## src/rtl/rr_arbiter_if.sv

```systemverilog
// Request/grant bundle between N requesters (master side) and the round-robin arbiter (slave side).
// state_dbg mirrors the arbiter FSM state for checkers: 0 = IDLE, 1 = GRANTED.
//
// Handshake: requester i raises req[i] and holds it while it needs the resource. It owns
// the resource in every cycle where grant[i] is high. It releases by dropping req[i].
// The arbiter never grants a requester whose req was low at the sampling edge.
interface rr_arbiter_if #(
    parameter int N = 4
);
    localparam int IDW = $clog2(N);

    logic [N-1:0]   req;
    logic [N-1:0]   grant;
    logic [IDW-1:0] grant_id;
    logic           grant_valid;
    logic           busy;
    logic           timeout_err;
    logic           state_dbg;

    modport master (
        output req,
        input  grant, grant_id, grant_valid, busy, timeout_err, state_dbg
    );

    modport slave (
        input  req,
        output grant, grant_id, grant_valid, busy, timeout_err, state_dbg
    );
endinterface

```

## src/rtl/rr_arbiter.sv

```systemverilog
// Round-robin arbiter with registered one-hot grant and non-preemptive holding.
// Optional macro ARB_TIMEOUT_EN revokes a grant after HOLD_MAX consecutive cycles.
module rr_arbiter #(
    parameter int N        = 4,
    parameter int HOLD_MAX = 8
) (
    input  logic      clk,
    input  logic      reset,
    rr_arbiter_if.slave arb
);
    localparam int IDW = $clog2(N);

    typedef enum logic {
        IDLE    = 1'b0,
        GRANTED = 1'b1
    } state_t;

    state_t         state_q, state_d;
    logic [N-1:0]   grant_q, grant_d;
    logic [IDW-1:0] id_q, id_d;
    logic [IDW-1:0] last_q, last_d;
    logic [N-1:0]   cand;
    logic           pick_found;
    logic [IDW-1:0] pick_id;
    logic           revoke;

`ifdef ARB_TIMEOUT_EN
    logic [7:0] cnt_q, cnt_d;
    logic       terr_q, terr_d;
`endif

    function automatic logic [IDW-1:0] wrap_idx(input logic [IDW-1:0] base, input int k);
        int s;
        s = (int'(base) + k) % N;
        return IDW'(s);
    endfunction

    // The holder is always masked out: on release its req is already 0, on revoke it must lose.
    always_comb begin
        cand = arb.req;
        if (state_q == GRANTED) cand[id_q] = 1'b0;
        pick_found = 1'b0;
        pick_id    = '0;
        for (int k = N; k >= 1; k--) begin
            if (cand[wrap_idx(last_q, k)]) begin
                pick_found = 1'b1;
                pick_id    = wrap_idx(last_q, k);
            end
        end
    end

`ifdef ARB_TIMEOUT_EN
    assign revoke = (state_q == GRANTED) && arb.req[id_q] && (cnt_q == 8'(HOLD_MAX - 1));
`else
    assign revoke = 1'b0;
`endif

    always_comb begin
        state_d = state_q;
        grant_d = grant_q;
        id_d    = id_q;
        last_d  = last_q;
`ifdef ARB_TIMEOUT_EN
        cnt_d   = cnt_q;
        terr_d  = 1'b0;
`endif
        if ((state_q == IDLE || !arb.req[id_q] || revoke) && pick_found) begin
            state_d = GRANTED;
            grant_d = N'(1) << pick_id;
            id_d    = pick_id;
            last_d  = pick_id;
`ifdef ARB_TIMEOUT_EN
            cnt_d   = '0;
`endif
        end else if (state_q == GRANTED && arb.req[id_q] && !revoke) begin
`ifdef ARB_TIMEOUT_EN
            cnt_d   = cnt_q + 8'd1;
`endif
        end else begin
            state_d = IDLE;
            grant_d = '0;
            id_d    = '0;
        end
`ifdef ARB_TIMEOUT_EN
        terr_d = revoke;
`endif
    end

    always_ff @(posedge clk) begin
        if (reset) begin
            state_q <= IDLE;
            grant_q <= '0;
            id_q    <= '0;
            last_q  <= IDW'(N - 1);
        end else begin
            state_q <= state_d;
            grant_q <= grant_d;
            id_q    <= id_d;
            last_q  <= last_d;
        end
    end

`ifdef ARB_TIMEOUT_EN
    always_ff @(posedge clk) begin
        if (reset) begin
            cnt_q  <= '0;
            terr_q <= 1'b0;
        end else begin
            cnt_q  <= cnt_d;
            terr_q <= terr_d;
        end
    end
    assign arb.timeout_err = terr_q;
`else
    assign arb.timeout_err = 1'b0;
`endif

    assign arb.grant       = grant_q;
    assign arb.grant_id    = id_q;
    assign arb.grant_valid = (state_q == GRANTED);
    assign arb.busy        = (state_q == GRANTED);
    assign arb.state_dbg   = state_q;
endmodule

```

## src/flat_wrapper.sv

```systemverilog
// flat-port wrapper written by rule: the top's interface ports become plain ports
module rr_arbiter_flat 
#(
    parameter int N        = 4,
    parameter int HOLD_MAX = 8
)
  (clk, reset, arb_req, arb_grant, arb_grant_id, arb_grant_valid, arb_busy, arb_timeout_err, arb_state_dbg);
  rr_arbiter_if #(.N(N)) arb_i ();
  input  logic clk;
  input  logic reset;
  input wire logic [$bits(arb_i.req)-1:0] arb_req;
  output wire logic [$bits(arb_i.grant)-1:0] arb_grant;
  output wire logic [$bits(arb_i.grant_id)-1:0] arb_grant_id;
  output wire logic [$bits(arb_i.grant_valid)-1:0] arb_grant_valid;
  output wire logic [$bits(arb_i.busy)-1:0] arb_busy;
  output wire logic [$bits(arb_i.timeout_err)-1:0] arb_timeout_err;
  output wire logic [$bits(arb_i.state_dbg)-1:0] arb_state_dbg;
  assign arb_i.req = arb_req;
  assign arb_grant = arb_i.grant;
  assign arb_grant_id = arb_i.grant_id;
  assign arb_grant_valid = arb_i.grant_valid;
  assign arb_busy = arb_i.busy;
  assign arb_timeout_err = arb_i.timeout_err;
  assign arb_state_dbg = arb_i.state_dbg;
  rr_arbiter #(.N(N), .HOLD_MAX(HOLD_MAX)) u_core (.clk(clk), .reset(reset), .arb(arb_i));
endmodule
```

## config.mk

```make
export PLATFORM = sky130hd
export DESIGN_NAME = rr_arbiter_flat
export DESIGN_NICKNAME = d
export VERILOG_FILES = /design/src/rtl/rr_arbiter_if.sv /design/src/rtl/rr_arbiter.sv /design/src/flat_wrapper.sv
export SDC_FILE = /design/constraint.sdc
export NUM_CORES = 1
export LEC_CHECK = 0
export CELL_PAD_IN_SITES_DETAIL_PLACEMENT = 0
export CELL_PAD_IN_SITES_GLOBAL_PLACEMENT = 1
export CORE_MARGIN = 8
export CORE_UTILIZATION = 37
export CTS_CLUSTER_DIAMETER = 50
export DETAILED_ROUTE_END_ITERATION = 8
export HOLD_SLACK_MARGIN = 0.08
export PLACE_DENSITY = 0.77
export SETUP_SLACK_MARGIN = 0.3
export SYNTH_ARGS = -nofsm -noshare
export SYNTH_HDL_FRONTEND = slang
export SYNTH_SLANG_ARGS = --single-unit
```

## constraint.sdc

```tcl
create_clock -name clk -period 2.35 [get_ports clk]
set_clock_uncertainty 0.15 [all_clocks]
set_input_delay 0.705 -clock clk [delete_from_list [all_inputs] [get_ports clk]]
set_output_delay 0.705 -clock clk [all_outputs]
set_load 0.01 [all_outputs]
```

**Word level (Yosys, flattened, before mapping)**

Cells that the tools add are included.

- Flip-flop bits (word level): 9
- Output and inout bits: 10
- Word-level logic and storage cells: 51

- Add/sub/neg operators: 4
- $lt $le $gt $ge: 6
- Equality and inequality tests: 1
- Shift-type cells: 1
- Muxes and demuxes: 27
- Bitwise gates (word level): 3
- Reduce and logical (&&, ||, !) cells: 5

Operators with widths:

| cell | number |
|---|---|
| $lt A2 B3 Y1 const B | 5 |
| $mux W1 | 12 |
| $mux W2 | 6 |
| $mux W4 | 3 |
| $bmux W1 S2 | 5 |
| $add A2 B1 Y2 const B | 2 |
| $add A2 B2 Y2 const B | 2 |
| $and A4 B4 Y4 | 1 |
| $not A4 Y4 | 1 |
| $shl A1 B2 Y4 const A | 1 |
| $logic_and A1 B1 Y1 | 3 |
| $demux W1 S2 | 1 |
| $ge A2 B1 Y1 const B | 1 |
| $ne A2 B1 Y1 const B | 1 |
| $logic_not A1 Y1 | 1 |
| $logic_or A1 B1 Y1 | 1 |
| $not A1 Y1 | 1 |

**Longest topological paths before layout**

Gate-level depths: netlist of the first run.

- Word-level depth: 15
- Depth in mapped cells: 7

**Least setup slack after synthesis of the first run**

Ideal clock, no wire load.

- Kind: input-to-reg
- From: input port arb_req[2]
- To: register u_core.grant_q[0] (netlist: u_core.arb.grant[0])
- Arrival: 1.820 ns
- Data required time: 2.078 ns
- Path slack: 0.259 ns
- Stages on the path: 5
- Buffers on the path: 0
- Cells stage by stage: mux2_4 > o2bb2ai_4 > and2_2 > or3_1 > o311a_1

- Cells in the longest elaborated chain, start to end: 10

Ends and longest elaborated chain:

| what | RTL line | RTL |
|---|---|---|
| start: declaration | flat_wrapper.sv:11 | `input wire logic [$bits(arb_i.req)-1:0] arb_req;` |
| $and A4 B4 Y4 (no source line) | n/a |  |
| $mux W4 | rr_arbiter.sv:41 | `if (state_q == GRANTED) cand[id_q] = 1'b0;` |
| $bmux W1 S2 | rr_arbiter.sv:45 | `if (cand[wrap_idx(last_q, k)]) begin` |
| $mux W1 (not written as such) | rr_arbiter.sv:45 |  |
| $mux W2 or $mux W1 (tied branches) (4 in series) | rr_arbiter.sv:45 |  |
| $shl A1 B2 Y4 or $logic_and A1 B1 Y1 (tied branches) | rr_arbiter.sv:69, rr_arbiter.sv:67 |  |
| $mux W4 or $ne A2 B1 Y1 (tied branches) | n/a |  |
| end signal: assignment | rr_arbiter.sv:97 | `grant_q <= grant_d;` |
| end: declaration | rr_arbiter.sv:19 | `logic [N-1:0] grant_q, grant_d;` |

Several ways; a longest one is shown, not always the timed one. The select of a mux whose other input is x is not followed.
A chain may end at the register's enable or synchronous reset.

**Final worst setup path of the first run**

- From: register u_core.grant_q[0] (netlist: u_core.arb.grant[0])
- To: output port arb_grant[0]

RTL lines:

| what | RTL line | RTL |
|---|---|---|
| end: declaration | flat_wrapper.sv:12 | `output wire logic [$bits(arb_i.grant)-1:0] arb_grant;` |

No word-level cell between the ends.

==> flow_metrics.py, run 1 <==
metrics = {
    "yosys": {
        "synth-edff-count": 0,
        "syn_nets": 92,
        "synthFlopType": "dfxtp_1",
        "mappedNetlistArea_sq_um": 770.7,
        "synth.top_cell.area_share_pct": 23.38,
        "yosysTopAreaCell": "dfxtp_1",
        "ys_async_sr_fraction_pct": 0,
        "ys_top_cells_by_area": "dfxtp_1 (23%), mux2_2 (4.4%), buf_4 (3.9%), nand2_1 (3.9%), o2bb2ai_4 (3.6%)",
        "synth-seq-cells": 9,
        "yosysUniqueCellTypes": 44,
        "syn-instance-count": 86,
        "ys_seq_area_share_pct": 23.38,
        "yosysWarnings": 0,
        "avgSynthCellArea_sq_um": 8.962,
    },
    "timing": {
        "drv_slew": 0,
        "period_share_pct": 85.06,
        "whs_ns": 0.3368,
        "hold_viol_final": 0,
        "setup_viol": 0,
        "fin_crit_ns": 1.999,
        "rsz0062_at_grt": "yes",
        "max_freq_ghz": 0.5003,
    },
    "placed_design": {
        "place_hpwl_mm": 1.429,
        "routabilityCongestion": 0.7621,
        "portBuffers": 14,
    },
    "clock_network": {
        "cts_tree": "built",
        "clk_pin_slew_ns": 0.07,
        "ctsHtreeMaxLevel": 1,
        "clock_sink_count": 9,
        "clk_latency_ns": 0.26,
        "postCtsHoldBufs": 0,
        "cts-root-buf": "clkbuf_4",
        "cts_buffers": 3,
        "cts_buffer_depth": 2,
    },
    "layout": {
        "multiInputGateArea_sq_um": 585.6,
        "fillers": 212,
        "finalCoreUtilization_pct": 53.83,
        "nets": 115,
        "drive_above_1_share_pct": 42.59,
        "seq_area_sq_um": 188.9,
        "final_common_cell": "buf_4",
        "area_delta_synth_final_pct": 37.01,
        "n_antenna_cell": 0,
        "final_cell_mix": "buf_4 (11), nand2_1 (8), dfxtp_1 (6), clkdlybuf4s50_1 (5)",
    },
    "power": {
        "combPwrFrac_pct": 64.4,
        "switching_share_pct": 44.09,
        "vdd_drop_max_uv": 517.1,
        "finalPower_mw": 1.193,
        "pwr-share-seq_pct": 25.5,
        "p_clk_share_pct": 10.0,
        "p_per_area_nw_per_um2": 1130,
        "p_sw_uw": 526.1,
        "leakagePower_nw": 0.4381,
        "p_int_uw": 667.2,
    },
    "setup_path": {
        "cp_top_family": "buffers and inverters",
        "crit_path_max_fanout": 2,
        "slowest_delay_ns": 0.54,
        "crit_slowest_cell": "clkdlybuf4s50_1",
        "worstSetupStartpointType": "register",
        "cp-end-kind": "output pin",
        "critical_path_required_ns": 1.49,
        "worst_ep_arrival_time_ns": 1.14,
        "path_buf_inv": 1,
        "path_class": "reg2out",
        "timing.critical_path.cells": "clkdlybuf4s50_1",
    },
    "run": {
        "max-cap-violations": 0,
    },
    "detailed_routing": {
        "routedWlPerCell_um": 14.76,
        "ant_nets": 0,
        "num_vias": 720,
        "routed_wl_mm": 1.993,
        "drc": 0,
        "drtIter0Drc": 8,
        "viasPerCell": 5.333,
        "first_pass_iters": 4,
    },
    "die": {
        "die_h_um": 61.64,
        "core_area_sq_um": 1962,
        "rows": 16,
        "die_w_um": 61.64,
        "die_area_sq_um": 3799,
        "initial_utilization_pct": 39.29,
        "io-pin-count": 16,
    },
    "outcome": {
        "status": "completed",
    },
    "global_routing": {
        "grtUsageTotal_pct": 10.69,
        "grt_first_pass_wirelength_mm": 3.029,
        "grt_pass1_vias": 704,
        "grt-ovfl-total": 0,
        "antenna_found_initial": 0,
        "grt_max_degree": 17,
    },
    "hold_path": {
        "hold_class": "reg2reg",
    },
}
==> stage by stage <==
step,area (sq um),setup WS (ns),TNS [ns],std cells
2_1_floorplan,772.0,0.3017,0,86
3_3_place_gp,958.4,-0.3169,-1.648,128
3_5_place_dp,958.4,-0.3179,-1.839,128
4_1_cts,1007,0.3017,0,133
5_1_grt,1056,0.2852,0,135
6_report,1056,0.3510,0,135
==> per-layer routing <==
metal,vias to the layer above,GRT usage [%],wire (um)
li1,368,-,-
met4,0,4.870,31
met2,13,18.61,979
met1,334,11.92,904
met3,5,2.505,76
met5,-,0,0
==> Yosys cell counts, types with 2 or more instances <==
library cell / instances
mux2_2: 3
a22oi_2: 2
nor3_1: 2
a21oi_1: 5
buf_2: 2
mux2i_1: 2
nand3_1: 4
nand2b_1: 3
nor2_1: 3
buf_4: 4
o21ai_0: 4
and2_1: 2
nand2_1: 8
dfxtp_1: 9
o41ai_1: 2
nor2b_1: 2
and2_2: 2
==> power groups by stage <==
stage	registers, mW	logic (mW)	clock network (mW)
final	0.304	0.769	0.120
after global routing	0.316	0.822	0.134
after CTS	0.294	0.690	0.123
after detailed placement	0.323	0.625	0
after global placement	0.319	0.629	0
after floorplan	0.260	0.502	0
==> path summary, 6_finish.rpt <==
path	startpoint	end	slack, ns	cells after the start
max reg2reg	u_core.arb.grant_id[0]	u_core.arb.grant_id[0]	0.39	6
min	u_core.arb.grant[1]	u_core.arb.grant[1]	0.34	2
max	u_core.arb.grant[0]	arb_grant[0]	0.35	1
min reg2reg	u_core.arb.grant[1]	u_core.arb.grant[1]	0.34	2
==> registers in the layout (all words and copies together) (netlist names) <==
signal               cells
u_core.arb.grant_id      2
u_core.arb.grant         4
u_core.last_q            2
u_core.arb.busy          1
==> final cells by class <==
class                   instances  share of cell area (%)
multi-input cells              68                   55.45
flip-flops and latches          9                   17.89
well taps                      27                   3.199
inverters                       1                  0.3555
clock buffers                   4                   2.488
repair buffers                 26                   20.62
==> cell families after synthesis <==
group | after synthesis | share of synthesized area (%)
other | 1 | 0.4865
AOI/OAI and AO/OA | 27 | 29.87
and+or+nand+nor | 33 | 26.14
muxes | 6 | 8.928
DFF | 9 | 23.38
buffers and inverters | 9 | 7.629
xor gates and xnor gates | 1 | 3.572
==> what timing repair did <==
action	CTS	global route
pin swaps	7	6
setup endpoints to repair	13	9
buffers inserted	1	2
resized for setup	19	17
Power figures use the tool's default switching activity.
==> inputs of run 2 (changes only) <==
--- a/config.mk
+++ b/config.mk
@@ -5,14 +5,13 @@
 export SDC_FILE = /design/constraint.sdc
 export NUM_CORES = 1
 export LEC_CHECK = 0
-export CELL_PAD_IN_SITES_DETAIL_PLACEMENT = 0
-export CELL_PAD_IN_SITES_GLOBAL_PLACEMENT = 1
 export CORE_MARGIN = 8
-export CORE_UTILIZATION = 37
+export CORE_UTILIZATION = 49
 export CTS_CLUSTER_DIAMETER = 50
 export DETAILED_ROUTE_END_ITERATION = 8
 export HOLD_SLACK_MARGIN = 0.08
 export PLACE_DENSITY = 0.77
+export REMOVE_ABC_BUFFERS = 1
 export SETUP_SLACK_MARGIN = 0.3
 export SYNTH_ARGS = -nofsm -noshare
 export SYNTH_HDL_FRONTEND = slang
==> run 2 against run 1 <==
Maximum frequency shrank 0.42%. Flip-flop and latch count unchanged. Clock power about the same. Global-route usage grew 2.4 points. Highest routed layer unchanged.
==> flow_metrics.py, run 2 (synthesis results as in run 1) <==
metrics = {
    "clock_network": {
        "clock_sink_count": 9,
        "cts-root-buf": "clkbuf_4",
        "clk_pin_slew_ns": 0.06,
        "cts_tree": "built",
        "cts_buffer_depth": 2,
        "ctsHtreeMaxLevel": 1,
        "clk_latency_ns": 0.26,
        "postCtsHoldBufs": 0,
        "cts_buffers": 3,
    },
    "layout": {
        "multiInputGateArea_sq_um": 614.3,
        "final_cell_mix": "buf_4 (14), nand2_1 (7), dfxtp_1 (6)",
        "finalCoreUtilization_pct": 72.77,
        "seq_area_sq_um": 188.9,
        "area_delta_synth_final_pct": 40.58,
        "final_area_sq_um": 1084,
        "fillers": 118,
        "drive_above_1_share_pct": 45.05,
        "nets": 118,
        "final_common_cell": "buf_4",
        "n_antenna_cell": 0,
        "largest_register_ff_count": 4,
    },
    "hold_path": {
        "hold_class": "reg2reg",
    },
    "global_routing": {
        "grtUsageMet1_pct": 14.71,
        "grt_first_pass_wirelength_mm": 3.450,
        "grt_max_degree": 10,
        "met2_usage_pct": 23.24,
        "top_usage_layer": "met2",
        "antenna_found_initial": 0,
        "grtUsageTotal_pct": 13.09,
        "grt_use_met3_pct": 3.196,
        "grt-ovfl-total": 0,
        "grt_pass1_vias": 762,
    },
    "timing": {
        "hold_viol_final": 0,
        "setup_viol": 0,
        "period_share_pct": 85.42,
        "fin_crit_ns": 2.007,
        "max_freq_ghz": 0.4982,
        "layout_setup_ws_ns": 0.3426,
        "whs_ns": 0.3346,
        "rsz0062_at_grt": "no",
        "drv_slew": 0,
    },
    "detailed_routing": {
        "drc": 0,
        "ant_nets": 0,
        "first_pass_iters": 4,
        "num_vias": 755,
        "drtIter0Drc": 10,
        "routedWlPerCell_um": 16.54,
        "routed_wl_mm": 2.100,
        "viasPerCell": 5.945,
    },
    "setup_path": {
        "worst_ep_arrival_time_ns": 2.00,
        "path_class": "in2reg",
        "critical_path_required_ns": 2.35,
        "crit_path_max_fanout": 5,
        "cp-end-kind": "register",
        "worstSetupStartpointType": "primary input",
    },
    "run": {
        "max-cap-violations": 0,
    },
    "die": {
        "die_area_sq_um": 3098,
        "rows": 14,
        "die_w_um": 55.66,
        "die_h_um": 55.66,
        "initial_utilization_pct": 51.76,
        "io-pin-count": 16,
        "core_area_sq_um": 1489,
    },
    "placed_design": {
        "portBuffers": 14,
        "place_hpwl_mm": 1.482,
        "routabilityCongestion": 0.8241,
        "preCtsSetupSlack_ns": -0.3262,
        "place_area_sq_um": 965.9,
    },
    "outcome": {
        "status": "completed",
    },
    "power": {
        "vdd_drop_max_uv": 702.5,
        "finalPower_mw": 1.294,
        "p_sw_uw": 568.8,
        "switching_share_pct": 43.97,
        "p_clk_share_pct": 9.3,
        "combPwrFrac_pct": 66.3,
        "pwr-share-seq_pct": 24.4,
        "leakagePower_nw": 0.4557,
        "p_per_area_nw_per_um2": 1194,
        "p_int_uw": 724.8,
    },
}
run 2: critical path: stages:
cell,delay [ns]
buf_2,0.12
buf_4,0.14
nand2_2,0.06
a22oi_2,0.08
o211ai_1,0.34
o311ai_4,0.19
o311a_1,0.36
run 2: per-stage QoR:
stage                     TNS [ns]  instances
after floorplan                  0         78
after global placement      -1.747        120
after detailed placement    -1.872        120
after CTS                        0        125
after global routing             0        127
final                            0        127
run 2: per-layer routing:
metal | up-vias | part of all wire, %
li1 | 373 | -
met2 | 20 | 51
met4 | 0 | 1.2
met3 | 4 | 3.7
met1 | 358 | 44
met5 | - | 0
run 2: what timing repair did:
item                                    CTS  global route
endpoints found under the setup margin   13             6
resized for setup                        29            14
pin swaps                                 5             7
setup buffers                             1             2
cloned                                    0             0
run 2: power groups by stage:
| stage | registers (mW) | logic [mW] | clock network (mW) |
|---|---|---|---|
| floorplan | 0.318 | 0.393 | 0 |
| global placement | 0.301 | 0.677 | 0 |
| detailed placement | 0.302 | 0.683 | 0 |
| CTS | 0.309 | 0.759 | 0.124 |
| global route | 0.328 | 0.911 | 0.131 |
| finish | 0.316 | 0.858 | 0.120 |
run 2: final cells by class:
cell class              count  area share, %
repair buffers             29          21.25
well taps                  16          1.848
flip-flops and latches      9          17.44
inverters                   1         0.3464
multi-input cells          68          56.70
clock buffers               4          2.425
run 2: final timing paths:
| check | from | end | slack (ns) | cells past startpoint |
|---|---|---|---|---|
| worst max-delay path | arb_req[2] | u_core.arb.grant[0] | 0.34 | 7 |
| worst min-delay path | u_core.arb.grant[3] | u_core.arb.grant[3] | 0.33 | 2 |
| worst max register to register | u_core.last_q[0] | u_core.arb.grant[0] | 0.40 | 5 |
| worst min register to register | u_core.arb.grant[3] | u_core.arb.grant[3] | 0.33 | 2 |
